<file path="src/rtl/link_rx_align.sv">
// Comma-based word aligner for a 10-bit deserialized line: hunts for K28.x commas,
// verifies a stable bit offset, then holds lock until decode errors exceed a per-window budget.
module link_rx_align #(
  parameter int unsigned LOCK_COMMAS = 3,
  parameter int unsigned ERR_LIMIT   = 4,
  parameter int unsigned ERR_WINDOW  = 256
) (
  input  logic       clk,
  input  logic       reset,
  input  logic [9:0] io_din,
  input  logic       io_dec_error,
  output logic [9:0] io_dout,
  output logic       io_comma,
  output logic       io_locked,
  output logic [3:0] io_offset
);

  localparam logic [1:0] HUNT   = 2'd0;
  localparam logic [1:0] VERIFY = 2'd1;
  localparam logic [1:0] LOCKED = 2'd2;

  localparam int unsigned WW     = (ERR_WINDOW > 1) ? $clog2(ERR_WINDOW) : 1;
  localparam logic [3:0]  LOCK_N = 4'(LOCK_COMMAS);
  localparam logic [7:0]  ERR_N  = 8'(ERR_LIMIT);

  logic [1:0]    state, state_nx;
  logic [3:0]    offset, offset_nx;
  logic [3:0]    count, count_nx;
  logic [7:0]    errcnt, errcnt_nx, err_base;
  logic [WW-1:0] wcnt, wcnt_nx;
  logic [9:0]    prev;
  logic [19:0]   win;
  logic [9:0]    cand [16];
  logic [15:0]   comma_vec;
  logic          comma_any;
  logic [3:0]    comma_k;

  assign win = {prev, io_din};

  // Offsets 10..15 are padding so a 4-bit offset can index the tables directly.
  for (genvar g = 0; g < 16; g++) begin : g_cand
    if (g < 10) begin : g_live
      assign cand[g]      = win[19-g -: 10];
      assign comma_vec[g] = (win[19-g -: 7] == 7'b0011111) ||
                            (win[19-g -: 7] == 7'b1100000);
    end else begin : g_pad
      assign cand[g]      = '0;
      assign comma_vec[g] = 1'b0;
    end
  end

  // Lowest offset wins when several commas appear in one window.
  always_comb begin
    comma_any = 1'b0;
    comma_k   = '0;
    for (int unsigned i = 0; i < 10; i++) begin
      if (comma_vec[i] && !comma_any) begin
        comma_any = 1'b1;
        comma_k   = 4'(i);
      end
    end
  end

  always_comb begin
    state_nx  = state;
    offset_nx = offset;
    count_nx  = count;
    errcnt_nx = errcnt;
    wcnt_nx   = wcnt;
    err_base  = '0;
    case (state)
      HUNT: begin
        if (comma_any) begin
          offset_nx = comma_k;
          count_nx  = 4'd1;
          state_nx  = (LOCK_N == 4'd1) ? LOCKED : VERIFY;
        end
      end
      VERIFY: begin
        if (io_dec_error) begin
          state_nx = HUNT;
          count_nx = '0;
        end else if (comma_vec[offset]) begin
          count_nx = count + 4'd1;
          if (count_nx == LOCK_N) state_nx = LOCKED;
        end else if (comma_any) begin
          offset_nx = comma_k;
          count_nx  = 4'd1;
        end
      end
      LOCKED: begin
        wcnt_nx = wcnt + WW'(1);
        // The wrap cycle starts a fresh window, so an error seen there counts into it.
        err_base = (&wcnt) ? '0 : errcnt;
        if (io_dec_error)
          errcnt_nx = (err_base == ERR_N) ? err_base : err_base + 8'd1;
        else
          errcnt_nx = err_base;
        if (errcnt_nx == ERR_N) begin
          state_nx  = HUNT;
          count_nx  = '0;
          wcnt_nx   = '0;
          errcnt_nx = '0;
        end
      end
      default: begin
        state_nx  = HUNT;
        count_nx  = '0;
        wcnt_nx   = '0;
        errcnt_nx = '0;
      end
    endcase
  end

  always_ff @(posedge clk) begin
    if (reset) begin
      state    <= HUNT;
      offset   <= '0;
      count    <= '0;
      errcnt   <= '0;
      wcnt     <= '0;
      prev     <= '0;
      io_dout  <= '0;
      io_comma <= 1'b0;
    end else begin
      state    <= state_nx;
      offset   <= offset_nx;
      count    <= count_nx;
      errcnt   <= errcnt_nx;
      wcnt     <= wcnt_nx;
      prev     <= io_din;
      io_dout  <= cand[offset];
      io_comma <= ((state == VERIFY) || (state == LOCKED)) && comma_vec[offset];
    end
  end

  assign io_locked = (state == LOCKED);
  assign io_offset = offset;

endmodule

</file>
<file path="config.mk">
export PLATFORM = sky130hd
export DESIGN_NAME = link_rx_align
export DESIGN_NICKNAME = d
export VERILOG_FILES = /design/src/rtl/link_rx_align.sv
export SDC_FILE = /design/constraint.sdc
export NUM_CORES = 1
export LEC_CHECK = 0
export ABC_CLOCK_PERIOD_IN_PS = 2900
export CAP_MARGIN = 20
export CORE_AREA = 2 2 82 84
export DETAILED_ROUTE_END_ITERATION = 12
export DIE_AREA = 0 0 84 86
export GPL_TIMING_DRIVEN = 0
export MAX_ROUTING_LAYER = met4
export PLACE_DENSITY_LB_ADDON = 0.08
export SYNTH_ARGS = -nofsm -noshare
export SYNTH_HDL_FRONTEND = slang
export SYNTH_SLANG_ARGS = --single-unit
</file>
<file path="constraint.sdc">
create_clock -name clk -period 2.9 [get_ports clk]
set_input_delay 0.87 -clock clk [delete_from_list [all_inputs] [get_ports clk]]
set_output_delay 0.87 -clock clk [all_outputs]
set_load 0.1 [all_outputs]
</file>
==> summary.txt <==
Outcome
  • Status: finished with violations
  • Failing checks: setup timing

Route
  • Vias per inst: 6.270
  • Initial drt markers: 143
  • Vias: 3,254
  • Post-DR wirelength/cell: 17.13 um
  • First-pass DRT Iterations: 5
  • Final wirelength: 8.893 mm
  • Post-DRT Antenna Nets: 0
  • DRC violations left: 0

Cells and area
  • Layout area overhead: 25.75%
  • Fillers: 556
  • Nets: 462
  • Multi-input gate area: 2347 um^2
  • Ant. Diodes: 0
  • Fraction of layout cells with a size suffix above 1: 0.2195
  • Finished Layout Cells: 519
  • FF/Latch Area: 950.9 um^2

Clock network
  • CTS tree: built
  • Clock Sinks: 47
  • H-tree Lvls: 2
  • Root buf cell: clkbuf_8
  • CTS Buffer Depth: 2
  • Clock latency on the worst-skew pair: 0.30 ns
  • Clk slew on worst S/H paths: 0.09 ns
  • CTS buffer count: 5

Die
  • FP Rows: 29
  • Core ar.: 6277 um^2
  • Chip height: 86 um
  • Initial Util: 0.5248
  • Width of the die: 84 um
  • IO Pins: 29
  • Die area: 7224 um^2

Setup path
  • CP required: 3.14 ns
  • Setup Crit Path Kind: reg2reg
  • Crit path DAT: 3.29 ns
  • Critical path capture point type: flip-flop
  • CP Launch Type: flip-flop
  • CP max FO: 5

STA
  • Minimum clock period: 3.052 ns
  • Worst-margin pin slew: 0.9671 ns
  • RSZ-0062 raised after global routing: true
  • Slew headroom: 0.3533
  • Fmax: 327.7 MHz
  • Clock Skew: 0.009402 ns
  • Endpoints failing setup: 12
  • Worst setup margin: -0.1519 ns
  • Period utilisation layout: 1.052
  • Final Hold Viols: 0
  • Slew Limit Fails: 0
  • WHS: 0.5050 ns

Global route
  • Global route total overflow: 0
  • First-pass GRT wire length: 14.73 mm
  • Initial antenna violation count: 0
  • All-Layer GR Usage: 0.2556
  • Number of global-route vias before repair: 3,078
  • Pin count of the biggest net entering global routing: 15

Yosys
  • Post-synthesis cell count: 386
  • Post-synth top area share: 0.2856
  • Mean Syn Cell Area: 8.535 um^2
  • Post-synth EDFFs: 0
  • Syn_nets: 407
  • Largest cells by area after synthesis: dfxtp_1 (29%), mux2i_1 (8.8%), mux4_2 (6.8%)
  • Synth Register Bits: 47
  • Syn. warnings: 0
  • Post-Syn Area: 3294 um^2
  • Top_reg_cell synth: dfxtp_1
  • Ys async rst share: 0
  • Netlist cell types: 66
  • Largest area contributor in the netlist: dfxtp_1
  • Post-synthesis sequential area ratio: 0.2856

Power
  • PD cells: 584.4 nW/um^2
  • Total power: 2.421 mW
  • Peak supply drop: 481.6 uV
  • P_leak: 1.473 nW

Job
  • MaxCap Viol Count: 0

Placed design
  • GP Congestion: 0.9586
  • Post-detail-place hpwl: 6.322 mm
  • # placed instances: 490
  • Port Buffers: 27

Worst hold path
  • Hold Path Class: reg2reg
[registers in the layout, summed over array words and instances, names as in the netlist]
signal / count
prev: 10
io_dout: 10
errcnt: 8
wcnt: 8
state: 2
io_comma: 1
count: 4
io_offset: 4
[kinds of logic (layout without fill, tap and decap cells)]
logic type | after synthesis | in the layout | share of synthesized area
compound gates | 84 | 84 | 0.1808
xor+xnor | 8 | 8 | 0.02127
fa+ha+maj | 8 | 8 | 0.03038
buf+inv | 43 | 99 | 0.05697
flops | 47 | 47 | 0.2856
mux | 39 | 39 | 0.1565
simple gates | 157 | 157 | 0.2685
[per-stage QoR]
step,setup TNS [ns],util,setup WS (ns),instance area (um^2)
2_1_floorplan,-0.5135,-,-0.1637,3343
3_3_place_gp,-9.002,0.5910,-0.6251,3710
3_5_place_dp,-9.063,0.5910,-0.6419,3710
4_1_cts,-1.884,0.6518,-0.2557,4091
5_1_grt,-2.685,0.6600,-0.2621,4143
6_report,-0.7825,0.6600,-0.1519,4143
[cell type report]
cell class / instances / share of cell area
Sequential cell: 47 / 0.2295
Buffer: 29 / 0.03775
Clock buffer: 6 / 0.01993
Timing Repair Buffer: 49 / 0.1027
Tap cell: 77 / 0.02326
Multi-Input combinational cell: 296 / 0.5666
Clock inverter: 2 / 0.008457
Inverter: 13 / 0.01178
[path summary, 6_finish.rpt]
| check | from | to | slack [ns] | cells after the start |
|---|---|---|---|---|
| setup / recovery | wcnt[0] | count[3] | -0.15 | 12 |
| hold / removal | state[0] | state[0] | 0.50 | 2 |
| setup reg to reg | wcnt[0] | count[3] | -0.15 | 12 |
| hold reg to reg | state[0] | state[0] | 0.50 | 2 |
[synthesized netlist by cell type, types with 6 or more instances]
master,n
inv_1,11
and3_1,8
a211oi_1,7
nand4_1,12
mux4_2,10
nor4_1,7
nor2b_1,13
nor2_1,38
o22a_1,10
o21ai_0,13
clkbuf_1,12
nand3_1,14
ha_1,8
buf_2,12
a21oi_1,19
mux2i_1,29
dfxtp_1,47
nor3_1,6
nand2_1,22
[critical path: stages, from the launching register on]
cell	delay, ns
dfxtp_4	0.37
ha_4	0.13
nand3_2	0.08
or2_4	0.28
and2_4	0.17
ha_4	0.16
and4_4	0.18
or4_1	0.39
a32oi_1	0.21
and4bb_2	0.30
a21oi_4	0.09
or4_4	0.46
o211ai_2	0.16
[cell usage in the layout (no fill, tap or decap), types with 3 or more instances in the layout]
| cell | netlist | final |
|---|---|---|
| and4_1 | 4 | 3 |
| inv_1 | 11 | 11 |
| o21ai_0 | 13 | 12 |
| nor2b_1 | 13 | 13 |
| clkdlybuf4s50_1 | 0 | 22 |
| a21oi_1 | 19 | 18 |
| nand4_1 | 12 | 12 |
| nor2_1 | 38 | 38 |
| and3_1 | 8 | 7 |
| mux4_2 | 10 | 10 |
| nand3_1 | 14 | 13 |
| a211oi_1 | 7 | 7 |
| clkbuf_2 | 0 | 3 |
| or3_1 | 3 | 3 |
| or4_1 | 4 | 3 |
| nand2b_1 | 3 | 3 |
| nor3_1 | 6 | 6 |
| buf_1 | 3 | 3 |
| dfxtp_2 | 0 | 5 |
| xnor2_1 | 4 | 4 |
| buf_4 | 3 | 24 |
| buf_2 | 12 | 11 |
| xor2_1 | 4 | 4 |
| a2111oi_0 | 3 | 3 |
| or2_2 | 3 | 3 |
| mux2i_1 | 29 | 29 |
| nor4_1 | 7 | 5 |
| o22a_1 | 10 | 10 |
| ha_1 | 8 | 6 |
| clkbuf_8 | 0 | 7 |
| dfxtp_1 | 47 | 41 |
| clkbuf_1 | 12 | 9 |
| nand2_1 | 22 | 21 |
| nand3b_1 | 4 | 4 |
[report_power, final]
| part | internal (mW) | switching, mW |
|---|---|---|
| Combinational | 0.430 | 0.736 |
| Clock | 0.279 | 0.233 |
| Sequential | 0.701 | 0.0411 |
| Total | 1.41 | 1.01 |
[routing by layer]
metal | track usage | share of wire | vias up
met5 | - | 0 | -
met4 | 0.07478 | 0.017 | 0
met3 | 0.03561 | 0.040 | 15
met2 | 0.4356 | 0.51 | 94
met1 | 0.3176 | 0.43 | 1573
li1 | - | - | 1572
[timing repair]
item | 4_1_cts | 5_1_grt
pin swaps | 18 | 11
hold buffers | 0 | 0
setup endpoints to repair | 20 | 20
gates resized for setup | 35 | 13
setup buffers | 17 | 5
Power figures use the tool's default switching activity.
